$ cat config.mk
export PLATFORM = sky130hd
export DESIGN_NAME = usb_nrzi_encoder
export DESIGN_NICKNAME = d
export VERILOG_FILES = /design/src/rtl/usb_nrzi_encoder.sv
export SDC_FILE = /design/constraint.sdc
export NUM_CORES = 1
export LEC_CHECK = 0
export BUFFER_PORTS_ARGS = -buffer_cell sky130_fd_sc_hd__buf_4
export CORE_MARGIN = 10
export CORE_UTILIZATION = 35
export DETAILED_ROUTE_END_ITERATION = 10
export PLACE_DENSITY_LB_ADDON = 0.08
export SLEW_MARGIN = 20
export SYNTH_ARGS = -nofsm -noshare
export SYNTH_HDL_FRONTEND = slang
export SYNTH_SLANG_ARGS = --single-unit
$ cat constraint.sdc
create_clock -name clk -period 2.3 [get_ports clk]
set_clock_uncertainty 0.05 [all_clocks]
set_input_delay 0.46 -clock clk [delete_from_list [all_inputs] [get_ports clk]]
set_output_delay 0.46 -clock clk [all_outputs]
set_load 0.005 [all_outputs]
$ cat src/rtl/usb_nrzi_encoder.sv
// NRZI line encoder and SE0-SE0-J end-of-packet generator for the USB transmitter.
// Define USB_NRZI_LOW_SPEED_EN for low-speed polarity (J = D-); default is full speed.
module usb_nrzi_encoder (
  input  logic clk,
  input  logic n_rst,
  input  logic send_next_bit,
  input  logic Tim_en,
  input  logic raw_to_encoder,
  input  logic eop_req,
  output logic d_plus,
  output logic d_minus,
  output logic tx_active,
  output logic eop_done
);

`ifdef USB_NRZI_LOW_SPEED_EN
  localparam logic J_DP = 1'b0;
  localparam logic J_DM = 1'b1;
`else
  localparam logic J_DP = 1'b1;
  localparam logic J_DM = 1'b0;
`endif

  typedef enum logic [2:0] {
    IDLE,
    DATA,
    EOP_SE0_A,
    EOP_SE0_B,
    EOP_J
  } state_t;

  state_t state;
  logic   level_j;   // 1 = line currently at J, 0 = at K
  logic   data_j;

  // A 1 keeps the current level, a 0 toggles it.
  assign data_j = raw_to_encoder ? level_j : ~level_j;

  always_ff @(posedge clk or negedge n_rst) begin
    if (!n_rst) begin
      state     <= IDLE;
      level_j   <= 1'b1;
      d_plus    <= J_DP;
      d_minus   <= J_DM;
      tx_active <= 1'b0;
      eop_done  <= 1'b0;
    end else begin
      eop_done <= 1'b0;
      case (state)
        IDLE: begin
          if (send_next_bit && Tim_en && !eop_req) begin
            state     <= DATA;
            level_j   <= raw_to_encoder;
            d_plus    <= raw_to_encoder ? J_DP : ~J_DP;
            d_minus   <= raw_to_encoder ? J_DM : ~J_DM;
            tx_active <= 1'b1;
          end
        end
        DATA: begin
          // Losing the enable aborts the packet without an EOP, even mid-strobe.
          if (!Tim_en) begin
            state     <= IDLE;
            level_j   <= 1'b1;
            d_plus    <= J_DP;
            d_minus   <= J_DM;
            tx_active <= 1'b0;
          end else if (send_next_bit) begin
            if (eop_req) begin
              state   <= EOP_SE0_A;
              d_plus  <= 1'b0;
              d_minus <= 1'b0;
            end else begin
              level_j <= data_j;
              d_plus  <= data_j ? J_DP : ~J_DP;
              d_minus <= data_j ? J_DM : ~J_DM;
            end
          end
        end
        EOP_SE0_A: begin
          if (send_next_bit) begin
            state <= EOP_SE0_B;
          end
        end
        EOP_SE0_B: begin
          if (send_next_bit) begin
            state   <= EOP_J;
            level_j <= 1'b1;
            d_plus  <= J_DP;
            d_minus <= J_DM;
          end
        end
        EOP_J: begin
          if (send_next_bit) begin
            state     <= IDLE;
            level_j   <= 1'b1;
            tx_active <= 1'b0;
            eop_done  <= 1'b1;
          end
        end
        default: begin
          state     <= IDLE;
          level_j   <= 1'b1;
          d_plus    <= J_DP;
          d_minus   <= J_DM;
          tx_active <= 1'b0;
        end
      endcase
    end
  end

endmodule

; Word-level counts from Yosys, hierarchy flattened
; Index checks and enable logic that the tools add are counted.
; Widths: inputs -> output; s select.
[word_totals]
wordCells = 69
regBits = 8
inputBits = 6
output_inout_bits = 4
[classes]
muxes = 35
bitwise_logic = 4
reduce_logical = 11
eq_ne = 13
[ops]
columns = cell, n
row1 = $mux 1, 23
row2 = $mux 3, 7
row3 = $pmux 1 s4, 4
row4 = $pmux 3 s5, 1
row5 = $ne 2x2->1 const B, 5
row6 = $ne 3x3->1 const B, 3
row7 = $reduce_and 4->1, 2
row8 = $eq 3x2->1 const B, 2
row9 = $reduce_and 6->1, 1
row10 = $reduce_or 2->1, 3
row11 = $reduce_and 5->1, 1
row12 = $not 1->1, 4
row13 = $eq 3x1->1 const B, 1
row14 = $eq 3x3->1 const B, 1
row15 = $logic_not 3->1, 1
row16 = $logic_and 1x1->1, 2
row17 = $ne 2x1->1 const B, 1
row18 = $logic_not 1->1, 1

; Depth between registers and ports, before layout
[logic_depth]
ltp_word = 7
mapped_depth = 5
ltp_nobuf = 4

; Worst setup path after synthesis
; No wires, ideal clock.
[synth_path]
kind = input to register
start = input eop_req
end = register d_plus
path_slack_ps = 889
path_buffers = 0
setup_ps = 82
t_required_ps = 2168
arrival_ps = 1278
cell_stages = 4
path_cell_list = and4bb_1 -> or2_1 -> o2bb2ai_2 -> mux2_4
[synth_between]
elab_chain_len = 4
word_cells_on_any_way = 8
classes_between = 1 x eq/ne / 4 x mux / 3 x reduce/logical
[synth_lines]
columns = item, line_no
row1 = "start, declared", 9  ; input logic eop_req,
row2 = $mux 1 / $logic_not 1->1 (equally long branches), "68, 51"
row3 = $mux 1 / $logic_and 1x1->1 (equally long branches), "67, 51"
row4 = $mux 1 / $ne 2x2->1 (equally long branches), -
row5 = $pmux 1 s4 / $reduce_and 4->1 (equally long branches), -
row6 = "end signal, assigned", 54  ; d_plus <= raw_to_encoder ? J_DP : ~J_DP;
row7 = "end signal, assigned", 74  ; d_plus <= data_j ? J_DP : ~J_DP;
row8 = "end, declared", 10  ; output logic d_plus,
; Parallel ways exist; a longest one is shown, timed or not. The select of a mux whose other input is x is not followed.
; A chain may end at the register's enable or synchronous reset.

; Final worst setup path
[layout_path]
start = register state[1]
end = register d_plus
[layout_between]
elab_chain_len = 4
word_cells_on_any_way = 12
classes_between = 7 x eq/ne / 1 x mux / 1 x bitwise / 3 x reduce/logical
[layout_lines]
columns = item, line_no
row1 = "start, declared", 32  ; state_t state;
row2 = "start signal, assigned", 41  ; state <= IDLE;
row3 = "start signal, assigned", 52  ; state <= DATA;
row4 = "start signal, assigned", 62  ; state <= IDLE;
row5 = $eq 3x3->1 / $eq 3x2->1 (equally long branches), 49  ; case (state)
row6 = $reduce_or 2->1 (no line), -
row7 = $not 1->1 (no line), -
row8 = $reduce_and 4->1 (no line), -
; Parallel ways exist; a longest one is shown, timed or not.

==> results.json <==
{
  "layout_common_cells": "buf_4 (9), nor2_1 (8), nand2_1 (6), a21oi_1 (6), dfrtp_1 (6)",
  "tritoncts": "done",
  "wl_per_cell_microns": 12.6,
  "postLayoutCellArea_sq_um": 598,
  "multi_input_area_sq_um": 262,
  "r2r-end": "d_plus",
  "grtUsageTotal_pct": 6.51,
  "start_kind": "flip-flop",
  "ys_top_cells_by_area": "dfrtp_1 (30%), dfstp_2 (11%), a21oi_1 (6.1%)",
  "final-setup-viol-count": 0,
  "core_area_sq_um": 1320,
  "synth_top_area_share_pct": 30.4,
  "power-per-cell-area_nw_per_um2": 988,
  "min_period_ns": 1.55,
  "avgSynthCellArea_sq_um": 8.67,
  "yosys_warnings": 0,
  "critPathCaptureType": "flip-flop",
  "holdWs_ns": 0.413,
  "relSlewSlack_pct": 77.2,
  "worstPathCellList": "and4bb_1 > or2_1 > o2bb2ai_2 > mux2_4",
  "worst_ep_required_time_ns": 2.43,
  "synth_seq_cells": 8,
  "hp-start": "send_next_bit",
  "arrival_ns": 1.68,
  "status": "finished, final reports clean",
  "routabilityCongestion": 0.820,
  "ioPinCount": 10,
  "ys_seq_area_share_pct": 41.0,
  "io_buffers": 9,
  "dieArea_sq_um": 3310,
  "start_util_pct": 37.5,
  "final_common_cell": "buf_4",
  "clk_latency_ns": 0.25,
  "reg2reg_from": "state[1]",
  "reg2regPathDepth": 4,
  "cp_slowest_stage_delay_ns": 0.54,
  "crit_end": "d_plus",
  "overflow": 0,
  "grt_pass1_wl_mm": 1.66,
  "grt_pass1_vias": 368,
  "final-seq-area_sq_um": 203,
  "layout-drive-gt1-share_pct": 25.4,
  "critPathMaxFanout": 12,
  "crit_path_top_delay_cell": "dfrtp_1",
  "async_flop_share_pct": 100,
  "cts_root_buf": "clkbuf_4",
  "drc": 0,
  "tightest_slew_ns": 0.341,
  "nFillCells": 135,
  "cts_setup_buffers": 0,
  "drtIter0Drc": 5,
  "rows": 13,
  "syn_inst": 57,
  "fin_tns_setup_ns": 0,
  "yosysTopAreaCell": "dfrtp_1",
  "clkTransAtPathRegs_ns": 0.06,
  "clk_path_buf_depth": 2,
  "ys_types": 26,
  "via_count": 425,
  "dp_slack_ns": 0.710,
  "power.total_uw": 591,
  "max_clock_freq_ghz": 0.643,
  "diodes": 0,
  "firstDrtPassIters": 4,
  "path_class": "reg -> reg",
  "cts_buffers": 3,
  "ys_dominant_reg_cell": "dfrtp_1",
  "leakage_uw": 0.000264,
  "drv_cap": 0,
  "r2r_slack_ns": 0.75,
  "synth-edff-count": 0,
  "num-nets-final": 74,
  "ir_worst_vdd_v": 0.000440,
  "grt_max_degree": 13,
  "syn_nets": 63,
  "cts-htree-levels": 1,
  "period_share_pct": 67.6,
  "min_path_type": "in -> reg",
  "dp_hpwl_microns": 804,
  "slew_viol_final": 0,
  "die_w_microns": 57.6,
  "die_h_microns": 57.6,
  "area_growth_pct": 21.0,
  "final.setup.worst_slack_ns": 0.746,
  "report.final.hold_viol_count": 0,
  "rsz0062_at_grt": "no",
  "viasPerCell": 5.18,
  "dpl_cell_area_sq_um": 562,
  "finalWirelength_mm": 1.04,
  "critical_path.startpoint": "state[1]",
  "clock_sinks": 8,
  "grt_antenna_before_repair": 0,
  "ant_nets": 0,
  "synth_area_sq_um": 494
}
kinds of logic after synthesis:
group | synth area share (%)
multiplexers | 5.32
AO/OA/AOI/OAI | 24.6
buffers and inverters | 6.07
AND/OR/NAND/NOR | 23.0
flip-flops | 41.0
how the worst min path moves through the flow:
stage	depth (start not counted)	endpoint
after floorplan	0	d_minus
after global placement	1	tx_active
after detailed placement	1	tx_active
after CTS	2	state[0]
after global routing	2	state[0]
final	2	state[0]
registers in the layout, summed over array words and instances, names as in the netlist:
name       count
d_minus        1
d_plus         1
eop_done       1
state          3
level_j        1
tx_active      1
critical path, delay by kind of cell (launching register included):
kind,cells,cell delay (ns)
flops,1,0.54
simple gates,2,0.45
mux,1,0.29
compound gates,1,0.13
final cells by class:
class                   instances  area share, %
inverters                       3           1.88
clock buffers                   4           4.39
flip-flops and latches          8           33.9
well taps                      15           3.14
multi-input cells              42           43.7
repair buffers                 10           13.0
power breakdown:
group          total, uW  switching (uW)  internal [uW]
logic                209            89.0            120
clock network        114            47.9           66.4
registers            268            67.9            200
cells in the mapped netlist, drive strengths merged, types with 2 or more instances:
master  number
a21oi        6
buf          3
dfrtp        6
dfstp        2
inv          3
mux2         2
nand2        6
nand3b       2
nor2         8
nor3b        2
o21ai        4
o32ai        2
layer usage:
metal | global-route usage (%) | vias up | wire [microns]
li1 | - | 223 | -
met1 | 6.91 | 191 | 458
met2 | 9.20 | 9 | 478
met3 | 5.75 | 2 | 88
met4 | 2.01 | 0 | 9
met5 | 0 | - | 0
metrics by stage:
step	cells	utilization, %
3_3_place_gp	77	42.6
6_report	82	45.4
3_5_place_dp	77	42.6
5_1_grt	82	45.4
4_1_cts	82	45.4
2_1_floorplan	57	-
what timing repair did:
item | 4_1_cts | 5_1_grt
hold buffers | 1 | 0
gates resized for setup | 0 | 0
hold endpoints to repair | 6 | 0
Note: power is estimated with default switching activity, not from simulation.
